**src/rtl/serial_adder.sv**
```systemverilog
// Bit-serial adder: one full-adder slice, operands shifted LSB-first,
// carry held in a flop, parallel sum/cout committed with a done pulse.
module serial_adder #(
    parameter int WIDTH = 8
) (
    input  logic             clk,
    input  logic             rst,
    input  logic             start,
    input  logic [WIDTH-1:0] a,
    input  logic [WIDTH-1:0] b,
    input  logic             cin,
    output logic             busy,
    output logic             done,
    output logic [WIDTH-1:0] sum,
    output logic             cout
);

    localparam int CW = $clog2(WIDTH);

    typedef enum logic [1:0] {
        IDLE,
        RUN,
        DONE
    } state_t;

    state_t state, nxt;

    logic [WIDTH-1:0] opa, opb;
    logic [WIDTH-2:0] res;
    logic [WIDTH-1:0] res_full;
    logic [CW-1:0]    cnt;
    logic             carry;
    logic             fs, fc;
    logic             accept, last;

    assign fs       = opa[0] ^ opb[0] ^ carry;
    assign fc       = (opa[0] & opb[0]) | (carry & (opa[0] ^ opb[0]));
    assign last     = (cnt == CW'(WIDTH - 1));
    // res holds bits 0..WIDTH-2 once the slice produces the final bit
    assign res_full = {fs, res};

    always_ff @(posedge clk) begin
        if (rst) state <= IDLE;
        else     state <= nxt;
    end

    always_comb begin
        nxt    = state;
        busy   = 1'b0;
        done   = 1'b0;
        accept = 1'b0;
        unique case (state)
            IDLE: begin
                if (start) begin
                    accept = 1'b1;
                    nxt    = RUN;
                end
            end
            RUN: begin
                busy = 1'b1;
                if (last) nxt = DONE;
            end
            DONE: begin
                done = 1'b1;
                if (start) begin
                    accept = 1'b1;
                    nxt    = RUN;
                end else begin
                    nxt = IDLE;
                end
            end
            default: nxt = IDLE;
        endcase
    end

    always_ff @(posedge clk) begin
        if (rst) begin
            opa   <= '0;
            opb   <= '0;
            res   <= '0;
            carry <= 1'b0;
            cnt   <= '0;
            sum   <= '0;
            cout  <= 1'b0;
        end else if (accept) begin
            opa   <= a;
            opb   <= b;
            carry <= cin;
            cnt   <= '0;
        end else if (state == RUN) begin
            opa   <= opa >> 1;
            opb   <= opb >> 1;
            res   <= res_full[WIDTH-1:1];
            carry <= fc;
            cnt   <= cnt + CW'(1);
            if (last) begin
                sum  <= res_full;
                cout <= fc;
            end
        end
    end

endmodule
```
**config.mk**
```make
export PLATFORM = sky130hd
export DESIGN_NAME = serial_adder
export DESIGN_NICKNAME = d
export VERILOG_FILES = /design/src/rtl/serial_adder.sv
export SDC_FILE = /design/constraint.sdc
export NUM_CORES = 1
export LEC_CHECK = 0
export ABC_AREA = 1
export CORE_ASPECT_RATIO = 0.7
export CORE_MARGIN = 2
export CORE_UTILIZATION = 45
export CTS_CLUSTER_DIAMETER = 200
export CTS_CLUSTER_SIZE = 8
export DETAILED_ROUTE_END_ITERATION = 16
export PLACE_DENSITY = 0.67
export SYNTH_ARGS = -nofsm -noshare
export SYNTH_HDL_FRONTEND = slang
export SYNTH_SLANG_ARGS = --single-unit
```
**constraint.sdc**
```tcl
create_clock -name clk -period 1.6 [get_ports clk]
set_input_delay 0.24 -clock clk [delete_from_list [all_inputs] [get_ports clk]]
set_output_delay 0.24 -clock clk [all_outputs]
set_load 0.1 [all_outputs]
```
======== After elaboration in Yosys (flattened, before gate mapping) ========
Cells that the tools add are included.
storage, ports and cells
  logic and storage cells ................. 41
  input bits .............................. 20
  bits in registers ....................... 38
  output and inout port bits .............. 11
cells by class
  $add $sub $neg .......................... 1
  reduce and logical (&&, ||, !) cells .... 7
  equal/unequal tests ..................... 5
  bitwise operators ....................... 6
  multiplexer cells ....................... 14
operators with widths
  cell                                                                   count
  8-bit 2-to-1 mux                                                       4
  1-bit 2-to-1 mux                                                       7
  2-bit one-hot mux with 3 select lines                                  1
  2-bit 2-to-1 mux                                                       2
  2-bit != test, second input constant                                   2
  2-bit AND reduction                                                    2
  2-bit OR reduction                                                     2
  3-bit by 1-bit adder with 3-bit output, second input constant          1
  3-bit equality test, second input constant                             1
  3-bit AND reduction                                                    1
  1-bit bitwise AND                                                      2
  2-bit by 1-bit equality test with 1-bit output, second input constant  1
  2-bit equality test, second input constant                             1
  2-bit zero test                                                        1
  2-bit nonzero test                                                     1
  1-bit XOR                                                              2
  1-bit inverter                                                         1
  1-bit bitwise OR                                                       1

======== Longest topological paths before layout ========
  depth after elaboration ................. 5
  gate-level depth with buffers ........... 8
  gate-level depth less buffers ........... 8

======== Worst setup path before layout ========
Ideal clock, no wire load.
  path type ............................... reg-to-output
  from .................................... register state[0]
  to ...................................... output port done
  arrival ................................. 1.711 ns
  cell stages (with the launch flop) ...... 3
  path slack .............................. -0.351 ns
  data required time ...................... 1.360 ns
  cells stage by stage .................... dfxtp_1 buf_6 nor2_1
on the way
  cells in the longest elaborated chain, start to end .. 2
ends and longest elaborated chain
  what                    line  RTL
  from (decl)             26    state_t state, nxt;
  from (signal assigned)  44    else state <= nxt;
  2-bit equality test     52    unique case (state)
  1-bit 2-to-1 mux        52
  to (decl)               13    output logic done,
Every way passes these cells.

======== Worst setup path in the final report ========
  from .................................... register state[1]
  to ...................................... output port busy
on the way
  cells in the longest elaborated chain, start to end .. 2
ends and longest elaborated chain
  what                                            line  RTL
  2-bit by 1-bit equality test with 1-bit output  52
  1-bit 2-to-1 mux                                52
  to (decl)                                       12    output logic busy,
Every way passes these cells.

==> flow_summary.yaml <==
placed_design:
  dp_hpwl_um: 2480
  placed_area_mm2: 0.00215
  gp_congestion: 0.777
  portBuffers: 30
setup_path:
  r2r_cells: 8
  critPathKind: "reg -> out"
  arrival_ps: 1250
  crit_chain: "inv_4 -> nand2_8 -> clkinv_2 -> buf_12"
  cpPeakStageDelay_ps: 360
  cp.required_ps: 1360
  start_kind: "flop"
  reg2reg_to: "sum[6]$_SDFFE_PP0P_"
  slowest_stage: "dfxtp_1"
  cp_top_family: "buffers and inverters"
  reg2reg_from: "cnt[0]$_SDFFE_PP0P_"
  crit_fanout: 14
  reg2reg_slack_ps: 270
  crit_buf_inv: 3
  end_kind: "output port"
global_route:
  grt_pass1_wl_um: 6300
  grt_start_max_net_pins: 28
  antenna_found_initial: 0
  grt_pass1_vias: 1436
  grtUsageMet1_pct: 24.3
  top_usage_layer: "met2"
  overflow: 0
  grt_use_total_pct: 18.4
  grt_util_met2_pct: 28.3
  grt_util_met3_pct: 4.87
finish:
  nFillCells: 311
  drive_gt1_share_pct: 16.7
  antennaDiodeCount: 0
  area_growth_pct: 32.3
  final_area_mm2: 0.00229
  post-route-util_pct: 63.6
  fin_nets: 285
power:
  ir_drop_mv: 0.603
  p_leak_nw: 1.04
  power_density_mw_per_mm2: 1040
  power_w: 0.00237
sta:
  worst_pin_slew_ps: 276
  period_minus_slack_ps: 1490
  hold_viol_final: 0
  slew_viol_final: 0
  fin_crit_sh_pct: 93.3
  skew_ps: 2.42
  fin_tns_setup_ps: 0
  fmax_mhz: 670
  hold_ws_ps: 467
  finalSetupViolations: 0
  rsz0062_at_grt: "no"
  maxSlewHeadroom_pct: 81.5
die:
  ios: 31
  rows: 18
  initial_core_util_pct: 48.1
  die-area_mm2: 0.00437
  die_x_um: 78.2
  fp.coreArea_mm2: 0.00360
  fp.dieH_um: 55.9
clock_network:
  cts_sinks: 38
  cts-root-buf: "clkbuf_8"
  clock_latency_ps: 290
  cts_max_level: 2
  clk_pin_slew_ps: 70
  clock_path_buffers: 2
  hold_buffers: 0
  cts_tree: "yes"
  cts_made_buffers: 5
yosys:
  synth_edf_count: 0
  synth_cells: 230
  synth_seq_area_share_pct: 43.9
  synth_seq_cells: 38
  syn-cell-area_mm2: 0.00173
  yosysTopAreaCell: "dfxtp_1"
  synthArstFlopShare_pct: 0
  syn_nets: 253
  synth.distinct_cells: 24
  ys_warn_count: 0
  synth_top_area_share_pct: 43.9
  synth_commonest_cells: "nand2_1 (51), dfxtp_1 (38), nor2_1 (37)"
  ys_top_cells_by_area: "dfxtp_1 (44%), nand2_1 (11%), nor2_1 (8.0%), nand3_1 (6.4%), o21ai_0 (4.9%)"
  synth-main-ff-cell: "dfxtp_1"
  yosysMostFrequentCell: "nand2_1"
  avgSynthCellArea_um2: 7.53
drt:
  wl_um: 3530
  drcViolationCount: 0
  first_pass_iters: 5
  post_drt_wl_per_cell_um: 11.3
  vias: 1446
  via_per_inst: 4.62
  ant_nets: 0
  first_iter_violations: 89
min_path:
  worstHoldEndpoint: "opa[7]$_SDFFE_PP0P_"
  holdPathStages: 2
  min_from: "opa[7]$_SDFFE_PP0P_"
  worstHoldPathType: "reg -> reg"
status:
  status: "finished, final reports clean"
flow_run:
  cap_violations: 0
-- worst min-delay path, cell delays in order (launching register included) --
cell     delay [ps]
dfxtp_1         320
nand2_1          60
a21oi_1          50
-- worst max-delay path by stage --
stage | depth (start not counted) | start | end | slack [ps]
after floorplan | 2 | state[0]$_SDFFE_PP0P_ | done | 110
after global placement | 7 | start | opb[1]$_SDFFE_PP0P_ | 140
after detailed placement | 7 | start | opa[2]$_SDFFE_PP0P_ | 90
after CTS | 3 | state[0]$_SDFFE_PP0P_ | busy | 20
after global routing | 4 | state[1]$_SDFFE_PP0P_ | busy | 50
final | 4 | state[1]$_SDFFE_PP0P_ | busy | 110
-- per-stage QoR --
stage / instances / setup slack, ps
floorplan: 230 / 112
global placement: 305 / 137
detailed placement: 305 / 88.9
CTS: 313 / 17.7
global route: 313 / 47.8
finish: 313 / 106
-- layout make-up --
class | instances | area (um^2) | share of cell area (%)
clock inverter | 2 | 60.1 | 2.62
tap | 50 | 62.6 | 2.73
timing repair buffer | 34 | 440 | 19.2
inverter | 29 | 119 | 5.19
sequential | 38 | 762 | 33.2
multi-input combinational | 154 | 766 | 33.4
clock buffer | 6 | 82.6 | 3.60
-- power by group --
group / switching (W) / internal (W)
Clock: 0.000346 / 0.000665
Combinational: 0.000185 / 0.000135
Sequential: 0.0000370 / 0.00100
-- timing repair --
action | in CTS | in global routing
endpoints found under the hold margin | 0 | 0
gates resized for setup | 0 | 1
endpoints found under the setup margin | 0 | 2
buffers inserted | 0 | 0
-- state kept, by name (all words and copies together) (netlist names) --
register	cells
carry	1
cnt	3
cout	1
opa	8
opb	8
res	7
state	2
sum	8
-- cell families after synthesis --
| kind of cell | share of synthesized area [%] |
|---|---|
| xor gates and xnor gates | 0.506 |
| DFF | 43.9 |
| adders and majority gates | 2.60 |
| buffers and inverters | 12.1 |
| AOI/OAI and AO/OA | 9.39 |
| and+or+nand+nor | 31.6 |
-- metal layers --
metal	part of all wire, %	vias up
met5	0	-
li1	-	777
met4	1.8	0
met2	41	35
met3	5.4	7
met1	51	627
-- cell usage in the layout (no fill, tap or decap) --
master	synthesis	layout
xor2_1	1	1
inv_2	4	4
nor2_1	37	36
nand2_8	2	2
nand3_1	22	22
o21ai_0	17	17
a21oi_2	2	2
dfxtp_1	38	37
nor2_2	0	1
clkdlybuf4s50_1	0	19
dfxtp_2	0	1
nand3_2	2	2
nand2_1	51	51
bufinv_16	0	2
nor2_4	2	2
buf_12	0	11
inv_1	21	21
clkinv_2	2	2
a21oi_1	12	12
inv_6	1	1
inv_4	1	1
nand2_4	1	1
nand2_2	2	2
ha_1	2	2
clkbuf_8	0	6
fa_1	1	1
buf_4	0	4
No activity file was read; power rests on OpenSTA's default activity.
